**config.mk**
```make
export PLATFORM = sky130hd
export DESIGN_NAME = dram_arbiter
export DESIGN_NICKNAME = d
export VERILOG_FILES = /design/src/rtl/dram_arbiter.sv
export SDC_FILE = /design/constraint.sdc
export NUM_CORES = 1
export LEC_CHECK = 0
export CAP_MARGIN = 20
export CORE_UTILIZATION = 39
export DETAILED_ROUTE_END_ITERATION = 12
export GPL_TIMING_DRIVEN = 0
export PLACE_DENSITY = 0.8
export SKIP_LAST_GASP = 1
export SYNTH_ARGS = -nofsm -noshare
export SYNTH_HDL_FRONTEND = slang
export SYNTH_SLANG_ARGS = --single-unit
```
**constraint.sdc**
```tcl
create_clock -name clk -period 2.8 [get_ports clk]
set_clock_uncertainty 0.05 [all_clocks]
set_input_delay 0.28 -clock clk [delete_from_list [all_inputs] [get_ports clk]]
set_output_delay 0.28 -clock clk [all_outputs]
set_load 0.01 [all_outputs]
```
**src/rtl/dram_arbiter.sv**
```systemverilog
// Round-robin arbiter sharing one single-port DRAM (1-cycle read latency) among NUM_CORES cores.
// Grants, DRAM command and read-valid are all registered; rdata is a passthrough of dram_q.
module dram_arbiter #(
    parameter int NUM_CORES = 4,
    parameter int ADDR_W    = 16,
    parameter int DATA_W    = 8
) (
    input  logic                        clk,
    input  logic                        rst,
    input  logic [NUM_CORES-1:0]        req,
    input  logic [NUM_CORES-1:0]        we,
    input  logic [NUM_CORES*ADDR_W-1:0] addr,
    input  logic [NUM_CORES*DATA_W-1:0] wdata,
    output logic [NUM_CORES-1:0]        gnt,
    output logic [NUM_CORES-1:0]        rvalid,
    output logic [DATA_W-1:0]           rdata,
    output logic [ADDR_W-1:0]           dram_addr,
    output logic [DATA_W-1:0]           dram_data,
    output logic                        dram_wren,
    input  logic [DATA_W-1:0]           dram_q,
    output logic [15:0]                 grant_cnt,
    output logic                        state_o
);

    localparam int IDX_W = (NUM_CORES > 1) ? $clog2(NUM_CORES) : 1;
    localparam logic [15:0] CNT_MAX = 16'hFFFF;

    typedef enum logic {
        IDLE  = 1'b0,
        GRANT = 1'b1
    } state_t;

    state_t                 state_q, state_d;
    logic [IDX_W-1:0]       last_q;
    logic [NUM_CORES-1:0]   gnt_q;
    logic [NUM_CORES-1:0]   rvalid_q;
    logic [ADDR_W-1:0]      addr_q;
    logic [DATA_W-1:0]      data_q;
    logic                   wren_q;
    logic [15:0]            cnt_q;

    logic [NUM_CORES-1:0]   eligible;
    logic                   win_found;
    logic [IDX_W-1:0]       win_idx;
    logic [NUM_CORES-1:0]   win_onehot;
    logic [ADDR_W-1:0]      win_addr;
    logic [DATA_W-1:0]      win_data;
    logic                   win_we;

    // Request handshake: a core holds req/we/addr/wdata until it sees its gnt pulse.
    // Its req is still high in that gnt cycle, so a core granted now is masked out.
    assign eligible = req & ~gnt_q;

    always_comb begin
        win_found = 1'b0;
        win_idx   = '0;
        for (int k = 1; k <= NUM_CORES; k++) begin
            if (!win_found && eligible[IDX_W'((int'(last_q) + k) % NUM_CORES)]) begin
                win_found = 1'b1;
                win_idx   = IDX_W'((int'(last_q) + k) % NUM_CORES);
            end
        end
    end

    always_comb begin
        win_onehot = '0;
        win_addr   = '0;
        win_data   = '0;
        win_we     = 1'b0;
        for (int i = 0; i < NUM_CORES; i++) begin
            if (win_found && (IDX_W'(i) == win_idx)) begin
                win_onehot[i] = 1'b1;
                win_addr      = addr[i*ADDR_W +: ADDR_W];
                win_data      = wdata[i*DATA_W +: DATA_W];
                win_we        = we[i];
            end
        end
    end

    always_comb begin
        state_d = IDLE;
        if (win_found) begin
            state_d = GRANT;
        end
    end

    always_ff @(posedge clk or posedge rst) begin
        if (rst) begin
            state_q  <= IDLE;
            last_q   <= IDX_W'(NUM_CORES - 1);
            gnt_q    <= '0;
            rvalid_q <= '0;
            addr_q   <= '0;
            data_q   <= '0;
            wren_q   <= 1'b0;
            cnt_q    <= '0;
        end else begin
            state_q  <= state_d;
            gnt_q    <= win_onehot;
            wren_q   <= win_found & win_we;
            // Fixed 1-cycle DRAM latency: a read granted now returns data next cycle.
            rvalid_q <= wren_q ? '0 : gnt_q;
            if (win_found) begin
                last_q <= win_idx;
                addr_q <= win_addr;
                data_q <= win_data;
                if (cnt_q != CNT_MAX) begin
                    cnt_q <= cnt_q + 16'd1;
                end
            end
        end
    end

    assign gnt       = gnt_q;
    assign rvalid    = rvalid_q;
    assign rdata     = dram_q;
    assign dram_addr = addr_q;
    assign dram_data = data_q;
    assign dram_wren = wren_q;
    assign grant_cnt = cnt_q;
    assign state_o   = state_q;

endmodule

```
==> flow_summary_export.csv, run 1 <==
group,metric,value,unit
run_status,outcome,"finished clean",
sta,hold_viol,0,
yosys,synth.distinct_cells,51,
worst_setup_path,worst_ep_arrival_time,2750,ps
finish,nets,638,
detailed_routing,antenna_left,0,
yosys,syn-mean-instance-area,8.98,sq um
sta,slew_headroom,47.8,%
clocking,cts_resized,0,
yosys,synth_edf_count,0,
finish,utilization,64.7,%
die,dieArea,8470,sq um
yosys,ys.flop_type,"dfrtp_1",
yosys,seq_area_frac_synth,41.2,%
finish,final_layout_size_suffix_gt1_share,9.54,%
global_route,gr-usage-all-layers,24.8,%
sta,rsz0062_at_grt,"false",
finish,antenna_cells,0,
worst_setup_path,cp.required,2970,ps
sta,timing.final.crit_share,92.1,%
min_path,worstHoldPathType,"in2async",
clocking,cts_setup_buffers,0,
sta,setup-violations-final,0,
sta,fin_crit,2580,ps
detailed_routing,firstDrtPassIters,5,
global_route,grt-ovfl-total,0,
clocking,clock_sinks,52,
clocking,cts_buffers,5,
die,start_util,40.7,%
clocking,cts_tree,"built",
placed_design,dpl.hpwl,8.04,mm
finish,area_growth,59.0,%
yosys,yosys_warnings,0,
detailed_routing,routedWlPerCell,16.8,um
detailed_routing,vias,3425,
finish,fin_area,5030,sq um
worst_setup_path,endpoint_kind,"flop",
sta,tns,0,ps
finish,final_common_cell,"clkdlybuf4s50_1",
worst_setup_path,critPathLaunchType,"flop",
clocking,path_clk_slew,100,ps
yosys,synthArstFlopShare,100,%
die,die_h,92.0,um
finish,final_cell_mix,"clkdlybuf4s50_1, nand2_1, dfrtp_1",
power,p_per_area,911,nW/um^2
yosys,syn_nets,467,
die,num_rows,32,
yosys,syn_inst,352,
sta,fmax,0.388,GHz
placed_design,numPortBuffers,163,
detailed_routing,drt-initial-drc-count,140,
die,fp.dieW,92.0,um
placed_design,placed_area,4940,sq um
clocking,clock_latency,310,ps
clocking,root_buffer,"clkbuf_8",
detailed_routing,drc,0,
clocking,cts_buffer_depth,2,
placed_design,gp_congestion,0.869,
global_route,antenna_found_initial,0,
detailed_routing,vias_per_cell,5.47,
yosys,ys_seq_elements,52,
yosys,syn-cell-area,3160,sq um
global_route,grt_pass1_wl,16.6,mm
sta,worstMarginPinSlew,782,ps
power,irDropWorstVdd,432,uV
worst_setup_path,crit_fanout,10,
global_route,grt_pass1_vias,3459,
clocking,h-tree-depth,2,
worst_setup_path,path_class,"reg2reg",
job,drv_cap,0,
sta,drv_slew,0,
power,finalPower,4.58,mW
global_route,grt_max_degree,33,
detailed_routing,wirelength,10.5,mm
die,ioPinCount,172,
clocking,postCtsHoldBufs,0,
die,core-area,7770,sq um
power,p_leak,2.07,nW
## layout make-up
class	instances	area, sq um
Fill cell	655	2740
Timing Repair Buffer	164	1650
Multi-Input combinational cell	247	1600
Sequential cell	52	1300
Buffer	30	173
Tap cell	102	128
Inverter	23	86.3
Clock buffer	5	68.8
Clock inverter	3	18.8
## synth_stat cells, types with 2 or more instances
library cell	instances	area, sq um
nor2b_1	7	43.8
and2_1	3	18.8
o211ai_1	6	45.0
dfstp_2	2	52.6
nor2_1	31	116
mux2_2	5	56.3
buf_2	9	45.0
xor2_1	9	78.8
o221ai_1	2	17.5
nor3_1	3	15.0
a21oi_1	8	40.0
nand3_1	10	50.1
inv_1	22	82.6
o21a_1	2	15.0
o21ai_0	3	15.0
mux2i_1	4	40.0
buf_4	11	82.6
o31ai_1	18	135
a311oi_1	17	149
nand2_1	60	225
a221oi_1	18	158
a221o_1	5	50.1
nand4_1	4	25.0
clkbuf_1	8	30.0
dfrtp_1	50	1250
o221a_2	2	22.5
xnor2_1	5	43.8
nand2b_1	4	25.0
and3_1	2	12.5
## sequential cells by signal, summed over array words and instances, names as in the netlist
signal     count
last_q         2
grant_cnt     16
gnt            4
dram_wren      1
rvalid         4
dram_addr     16
state_o        1
dram_data      8
## where the power goes
part | switching (mW) | internal (mW)
sequential | 0.253 | 1.10
combinational | 1.42 | 1.37
clock | 0.268 | 0.175
total | 1.94 | 2.64
## worst max-delay path, stage by stage, from the launching register on
cell and delay (ps):
dfstp_2 370, buf_2 160, nor4b_4 640, a21oi_1 310, nand2_1 310, buf_2 290, nand2_1 90, a311oi_1 260
## routing by layer
metal | GRT usage [%] | share of wire, % | up-vias
met2 | 42.6 | 49 | 171
met4 | 7.29 | 1.2 | 0
li1 | - | - | 1613
met5 | 0 | 0 | -
met3 | 5.72 | 8.5 | 11
met1 | 30.9 | 41 | 1630
## kinds of logic (layout without fill, tap and decap cells)
family          Yosys count  in the layout  synth area share (%)
flops                    52             52                  41.2
fa+ha+maj                 1              1                 0.396
compound gates           92             92                  23.7
buf+inv                  53            225                  8.19
xor+xnor                 14             14                  3.88
simple gates            130            130                  19.2
mux                      10             10                  3.40
## per-stage QoR
stage | hold slack (ps) | setup slack [ps] | std cells
6_report | 249 | 221 | 626
5_1_grt | 297 | 96.6 | 626
4_1_cts | 270 | 239 | 626
3_5_place_dp | 416 | 2.22 | 618
3_3_place_gp | 413 | 24.4 | 617
2_1_floorplan | 383 | 590 | 352
## worst paths after layout
path,start,depth (start not counted),endpoint,slack [ps]
setup / recovery,last_q[1],7,dram_data[6],220
hold / removal,rst,2,dram_addr[9],250
setup reg to reg,last_q[1],7,dram_data[6],220
hold reg to reg,dram_addr[15],2,dram_addr[15],430
max in group asynchronous,rst,3,grant_cnt[1],1910
min in group clk,dram_addr[15],2,dram_addr[15],430
No activity file was read; power rests on OpenSTA's default activity.
==> run 2: changes to the inputs <==
--- a/config.mk
+++ b/config.mk
@@ -10,6 +10,7 @@
 export DETAILED_ROUTE_END_ITERATION = 12
 export GPL_TIMING_DRIVEN = 0
 export PLACE_DENSITY = 0.8
+export SETUP_SLACK_MARGIN = 0.02
 export SKIP_LAST_GASP = 1
 export SYNTH_ARGS = -nofsm -noshare
 export SYNTH_HDL_FRONTEND = slang
==> results of run 2 <==
Same layout as run 1: the final DEF is identical, and so are final timing and power.
